<file path="src/rtl/div_iter_unit.sv">
// Iterative radix-2 restoring divider returning {remainder, quotient}, signed or unsigned.
// Optional `DIV_FAST_PATH_EN: early exit for divide-by-zero and |dividend| < |divisor|.
module div_iter_unit #(
    parameter int WIDTH = 32
) (
    input  logic               clk_i,
    input  logic               rst_i,
    input  logic               start_i,
    input  logic               is_signed_i,
    input  logic               cancel_i,
    input  logic [WIDTH-1:0]   dividend_i,
    input  logic [WIDTH-1:0]   divisor_i,
    output logic               busy_o,
    output logic               done_o,
    output logic [2*WIDTH-1:0] result_o,
    output logic               div_by_zero_o
);

    localparam int CW = $clog2(WIDTH);
    localparam logic [CW-1:0] LAST = CW'(WIDTH - 1);

    typedef enum logic [1:0] {IDLE, CALC, DONE} state_t;

    state_t               state_q, state_d;
    logic [CW-1:0]        count_q, count_d;
    logic [WIDTH:0]       rem_q, rem_d;
    logic [WIDTH-1:0]     quo_q, quo_d;
    logic [WIDTH-1:0]     dvs_q, dvs_d;
    logic                 qNeg_q, qNeg_d;
    logic                 rNeg_q, rNeg_d;
    logic                 dvsZero_q, dvsZero_d;
    logic                 fast_q, fast_d;
    logic [2*WIDTH-1:0]   result_q, result_d;
    logic                 divByZero_q, divByZero_d;

    logic [WIDTH-1:0]     ddMag, dvMag;
    logic                 fastStart;
    logic [WIDTH:0]       shifted, diff, remNext;
    logic                 qBit;
    logic [WIDTH-1:0]     quoNext, quoRaw, remRaw, quoFin, remFin;

    assign ddMag = (is_signed_i && dividend_i[WIDTH-1]) ? -dividend_i : dividend_i;
    assign dvMag = (is_signed_i && divisor_i[WIDTH-1])  ? -divisor_i  : divisor_i;

`ifdef DIV_FAST_PATH_EN
    assign fastStart = (divisor_i == '0) || (ddMag < dvMag);
`else
    assign fastStart = 1'b0;
`endif

    // quo_q starts as the dividend magnitude and is shifted out MSB-first while quotient bits shift in.
    always_comb begin
        shifted = {rem_q[WIDTH-1:0], quo_q[WIDTH-1]};
        diff    = shifted - {1'b0, dvs_q};
        qBit    = ~diff[WIDTH];
        remNext = qBit ? diff : shifted;
        quoNext = {quo_q[WIDTH-2:0], qBit};
        quoRaw  = fast_q ? '0 : quoNext;
        remRaw  = fast_q ? quo_q : remNext[WIDTH-1:0];
        quoFin  = dvsZero_q ? '1 : (qNeg_q ? -quoRaw : quoRaw);
        remFin  = rNeg_q ? -remRaw : remRaw;
    end

    always_comb begin
        state_d     = state_q;
        count_d     = count_q;
        rem_d       = rem_q;
        quo_d       = quo_q;
        dvs_d       = dvs_q;
        qNeg_d      = qNeg_q;
        rNeg_d      = rNeg_q;
        dvsZero_d   = dvsZero_q;
        fast_d      = fast_q;
        result_d    = result_q;
        divByZero_d = divByZero_q;

        case (state_q)
            IDLE, DONE: begin
                if (start_i) begin
                    state_d   = CALC;
                    count_d   = '0;
                    rem_d     = '0;
                    quo_d     = ddMag;
                    dvs_d     = dvMag;
                    qNeg_d    = is_signed_i & (dividend_i[WIDTH-1] ^ divisor_i[WIDTH-1]);
                    rNeg_d    = is_signed_i & dividend_i[WIDTH-1];
                    dvsZero_d = (divisor_i == '0);
                    fast_d    = fastStart;
                end else if (state_q == DONE) begin
                    state_d = IDLE;
                end
            end
            CALC: begin
                rem_d   = remNext;
                quo_d   = quoNext;
                count_d = count_q + CW'(1);
                if (fast_q || count_q == LAST) begin
                    state_d     = DONE;
                    result_d    = {remFin, quoFin};
                    divByZero_d = dvsZero_q;
                end
            end
            default: state_d = IDLE;
        endcase

        // An abort must not disturb the previously reported result.
        if (cancel_i) begin
            state_d     = IDLE;
            count_d     = '0;
            result_d    = result_q;
            divByZero_d = divByZero_q;
        end
    end

    always_ff @(posedge clk_i or posedge rst_i) begin
        if (rst_i) begin
            state_q     <= IDLE;
            count_q     <= '0;
            rem_q       <= '0;
            quo_q       <= '0;
            dvs_q       <= '0;
            qNeg_q      <= 1'b0;
            rNeg_q      <= 1'b0;
            dvsZero_q   <= 1'b0;
            fast_q      <= 1'b0;
            result_q    <= '0;
            divByZero_q <= 1'b0;
        end else begin
            state_q     <= state_d;
            count_q     <= count_d;
            rem_q       <= rem_d;
            quo_q       <= quo_d;
            dvs_q       <= dvs_d;
            qNeg_q      <= qNeg_d;
            rNeg_q      <= rNeg_d;
            dvsZero_q   <= dvsZero_d;
            fast_q      <= fast_d;
            result_q    <= result_d;
            divByZero_q <= divByZero_d;
        end
    end

    assign busy_o        = (state_q == CALC);
    assign done_o        = (state_q == DONE);
    assign result_o      = result_q;
    assign div_by_zero_o = divByZero_q;

endmodule

</file>
<file path="config.mk">
export PLATFORM = sky130hd
export DESIGN_NAME = div_iter_unit
export DESIGN_NICKNAME = d
export VERILOG_FILES = /design/src/rtl/div_iter_unit.sv
export SDC_FILE = /design/constraint.sdc
export NUM_CORES = 1
export LEC_CHECK = 0
export CAP_MARGIN = 20
export CORE_MARGIN = 4
export CORE_UTILIZATION = 49
export DETAILED_ROUTE_END_ITERATION = 10
export GPL_TIMING_DRIVEN = 0
export PLACE_DENSITY_LB_ADDON = 0.05
export SYNTH_ARGS = -nofsm -noshare
export SYNTH_HDL_FRONTEND = slang
export SYNTH_SLANG_ARGS = --single-unit
</file>
<file path="constraint.sdc">
create_clock -name clk_i -period 8.4 [get_ports clk_i]
set_clock_uncertainty 0.1 [all_clocks]
set_input_delay 1.26 -clock clk_i [delete_from_list [all_inputs] [get_ports clk_i]]
set_output_delay 1.26 -clock clk_i [all_outputs]
set_load 0.05 [all_outputs]
</file>
==> results.rst <==
.. list-table::
   :header-rows: 1

   * - Metric
     - Value
   * - Synth top cells by count
     - sky130_fd_sc_hd__nand2_1, sky130_fd_sc_hd__o21ai_0, sky130_fd_sc_hd__dfrtp_1, sky130_fd_sc_hd__nor2_1, sky130_fd_sc_hd__a21oi_1
   * - Number of clock buffers inserted by TritonCTS
     - 17
   * - CTS clk-pin slew, worst paths
     - 0.08 ns
   * - Wire length after detailed routing
     - 37400 µm
   * - Result of the run
     - completed
   * - Root Buffer
     - sky130_fd_sc_hd__clkbuf_16
   * - Detailed-route via count
     - 11400
   * - Time the final worst path needs with I/O delays and setup
     - 6.78 ns
   * - Worst R2R Start
     - quo_q[31]$_DFFE_PP0P_
   * - Category of the most critical setup path
     - reg2reg
   * - Post-detailed-route wirelength per cell
     - around 19 µm
   * - Worst hold-check path type
     - reg2reg
   * - Fin cells
     - between 1500 and 2000
   * - Global routing usage summed across all routing layers
     - 0.277
   * - Share of the synthesized area in the top cell type
     - 0.361
   * - Die extent in x
     - roughly 160 µm
   * - Cell type contributing the most total cell area after synthesis
     - sky130_fd_sc_hd__dfrtp_1
   * - Vias per std cell
     - 5.96
   * - Chip height
     - 164 µm
   * - Weighted congestion at the end of routability-driven global placement
     - about 0.97
   * - DR iter-0 viols
     - 1240
   * - Worst-Margin Slew
     - between 0.9 and 1 ns
   * - Endpoints failing hold
     - 0
   * - Max Root-Sink Buffers
     - 2
   * - Synthesized area per cell
     - 8.28 µm²
   * - Via count of the first global-routing pass
     - 10700
   * - First-pass iteration count of the detailed router
     - 7
   * - CP required
     - 8.61 ns
   * - Hold wc startpoint
     - result_o[49]$_DFFE_PP0P_
   * - Worst EP arrival
     - 6.99 ns
   * - Endpoint kind of the worst setup timing path
     - flop
   * - Prevailing post-synth register cell
     - sky130_fd_sc_hd__dfrtp_1
   * - Fmax
     - about 0.15 GHz
   * - Count of boundary I/O pins
     - 136
   * - Worst hold slack across all endpoints
     - 0.377 ns
   * - Worst IR Drop VDD
     - 0.135 mV
   * - Starting density of the core
     - 0.502
   * - Cells after DPL
     - 1887
   * - Max capacitance violation total
     - 0
   * - Global-route wire length before repair
     - ~59000 µm
   * - Post-synth EDFFs
     - 0
   * - I/O Buffers
     - 135
   * - Synthesis-to-finish area growth
     - 20.2%
   * - Syn Nets
     - 1540
   * - # setup viols final
     - 0
   * - Total power divided by cell area
     - 294 nW/µm²
   * - Number of register bits inferred by synthesis
     - approximately 170
   * - CTS Hold Buffers Added
     - 0
   * - Worst setup startpoint
     - quo_q[31]$_DFFE_PP0P_
   * - Share of flip-flops with an asynchronous set or reset after synthesis
     - 1.00
   * - Rel. slew slack
     - 0.378
   * - Post-synthesis instance area
     - 11900 µm²
   * - Final cycle utilization of the critical path
     - 0.807
   * - DRC violation count after routing
     - 0
   * - Site row count
     - between 50 and 60
   * - Number of antenna violations at the first check in global routing
     - 0
   * - H-tree Lvls
     - 4
   * - Number of instances in the synthesized netlist
     - between 1000 and 1500
   * - Fraction of final layout cells sized beyond drive strength 1
     - 0.0457
   * - Worst skew pair latency
     - 0.45 ns
   * - Warning count from the yosys run
     - 0
   * - Global route overflow
     - 0
   * - Most instantiated library cell after synthesis
     - sky130_fd_sc_hd__nand2_1
   * - Slew Viols, Final
     - 0
   * - Largest net degree at the start of global routing
     - 113
   * - Final antenna-violating net count
     - 0
   * - Area of the die
     - 26800 µm²
   * - Crit Path Max Fanout
     - 10
   * - Quantity of gates resized following cts
     - 0
   * - Filler cell count
     - 2216
   * - Lkg Pwr
     - between 0.005 and 0.006 µW
   * - Startpoint class of the critical path
     - flop
   * - Sink Count
     - approximately 170
   * - RSZ-0062 raised after global routing
     - false
   * - Antenna fix cells
     - 0
   * - Leading post-synthesis cells by cell area
     - sky130_fd_sc_hd__dfrtp_1, sky130_fd_sc_hd__o21ai_0, sky130_fd_sc_hd__nand2_1, sky130_fd_sc_hd__xnor2_1, sky130_fd_sc_hd__xor2_1
   * - Number of nets in the finished design
     - 1695
   * - Count of distinct cell types in the synthesized netlist
     - 84
   * - Dpl hpwl
     - 29100 µm
   * - Placeable Area
     - approximately 24000 µm²
   * - Sequential-to-total area share from yosys stat
     - 0.361
   * - CTS tree
     - done
   * - Postcts setup bufs
     - 0
## registers in the layout, summed over array words and instances (netlist names)
| name | flops |
|---|---|
| quo_q | 32 |
| result_o | 64 |
| state_q | 2 |
| dvs_q | 32 |
| div_by_zero_o | 1 |
| count_q | 5 |
| dvsZero_q | 1 |
| qNeg_q | 1 |
| rem_q | 32 |
| rNeg_q | 1 |
## through the flow
| step | power [µW] | util | cell area [µm²] | TNS [ns] | setup WS (ns) |
|---|---|---|---|---|---|
| floorplan | 2640 | - | 11900 | 0 | 2.41 |
| global placement | 3290 | 0.577 | 13600 | -9.13 | -0.0711 |
| detailed placement | 3300 | 0.578 | 13600 | 0 | 1.75 |
| CTS | 4120 | 0.604 | 14300 | 0 | 1.73 |
| global route | 4430 | 0.604 | 14300 | 0 | 1.38 |
| finish | 4180 | 0.604 | 14300 | 0 | 1.62 |
## worst max-delay path, stage by stage, from the launching register on
cell	delay [ns]
sky130_fd_sc_hd__dfrtp_1	0.43
sky130_fd_sc_hd__inv_1	0.08
sky130_fd_sc_hd__ha_1	0.16
sky130_fd_sc_hd__inv_1	0.06
sky130_fd_sc_hd__fa_1	0.43
sky130_fd_sc_hd__a211o_1	0.33
sky130_fd_sc_hd__a211o_1	0.41
sky130_fd_sc_hd__nand4_1	0.16
sky130_fd_sc_hd__a21oi_2	0.12
sky130_fd_sc_hd__nor3_4	0.50
sky130_fd_sc_hd__nor2_8	0.13
sky130_fd_sc_hd__inv_2	0.12
sky130_fd_sc_hd__buf_6	0.17
sky130_fd_sc_hd__buf_2	0.27
sky130_fd_sc_hd__buf_2	0.36
sky130_fd_sc_hd__buf_2	0.30
sky130_fd_sc_hd__ha_1	0.27
sky130_fd_sc_hd__nand2b_1	0.12
sky130_fd_sc_hd__or3_1	0.44
sky130_fd_sc_hd__nand2b_1	0.21
sky130_fd_sc_hd__nand2b_1	0.27
sky130_fd_sc_hd__or4_1	0.60
sky130_fd_sc_hd__o41ai_1	0.32
sky130_fd_sc_hd__xor2_1	0.20
sky130_fd_sc_hd__a21oi_1	0.08
## final cells by class
cell class	instances	area, µm²	area share
Clock buffer	17	425	0.0298
Multi-Input combinational cell	1132	7080	0.497
Buffer	72	290	0.0204
Tap cell	319	399	0.0280
Timing Repair Buffer	136	1380	0.0967
Inverter	57	221	0.0155
Sequential cell	171	4280	0.300
Clock inverter	14	180	0.0126
## kinds of logic (layout without fill, tap and decap cells)
| family | Yosys count | after routing | share of synthesized area |
|---|---|---|---|
| simple gates | 470 | 470 | 0.187 |
| xor+xnor | 143 | 143 | 0.106 |
| mux | 22 | 22 | 0.0186 |
| fa+ha+maj | 39 | 39 | 0.0418 |
| buf+inv | 129 | 296 | 0.0425 |
| flops | 171 | 171 | 0.361 |
| compound gates | 458 | 458 | 0.243 |
## routing by layer
layer  wire length [µm]  vias up  track usage
met5                  0        -            0
met3               2980       45       0.0437
met2              15900      446        0.412
met1              18000     5474        0.427
met4                495        0       0.0579
li1                   -     5463            -
## placed cells by master, fill, tap and decap left out, types with 18 or more instances in the layout
master                            instances
sky130_fd_sc_hd__nand2_1                181
sky130_fd_sc_hd__o21ai_0                172
sky130_fd_sc_hd__dfrtp_1                171
sky130_fd_sc_hd__clkdlybuf4s50_1        135
sky130_fd_sc_hd__nor2_1                 120
sky130_fd_sc_hd__a21oi_1                100
sky130_fd_sc_hd__xnor2_1                 74
sky130_fd_sc_hd__xor2_1                  69
sky130_fd_sc_hd__clkbuf_1                57
sky130_fd_sc_hd__inv_1                   54
sky130_fd_sc_hd__ha_1                    38
sky130_fd_sc_hd__a22oi_1                 33
sky130_fd_sc_hd__nor3_1                  29
sky130_fd_sc_hd__o31ai_1                 26
sky130_fd_sc_hd__nor4_1                  24
sky130_fd_sc_hd__mux2i_1                 22
sky130_fd_sc_hd__nand2b_1                18
sky130_fd_sc_hd__o21ai_1                 18
## final timing paths
| check | end | slack (ns) | depth (start not counted) |
|---|---|---|---|
| hold / removal | result_o[49]$_DFFE_PP0P_ | 0.38 | 2 |
| hold reg to reg | result_o[49]$_DFFE_PP0P_ | 0.38 | 2 |
| min in group asynchronous | dvs_q[1]$_DFFE_PP0P_ | 1.15 | 2 |
| setup / recovery | result_o[26]$_DFFE_PP0P_ | 1.62 | 24 |
| max in group asynchronous | result_o[42]$_DFFE_PP0P_ | 6.11 | 3 |
| setup reg to reg | result_o[26]$_DFFE_PP0P_ | 1.62 | 24 |
## power breakdown
| group | internal [µW] | switching [µW] |
|---|---|---|
| clock network | 427 | 400 |
| registers | 928 | 171 |
| logic | 791 | 1470 |
| total | 2150 | 2040 |
No activity file was read; power rests on OpenSTA's default activity.
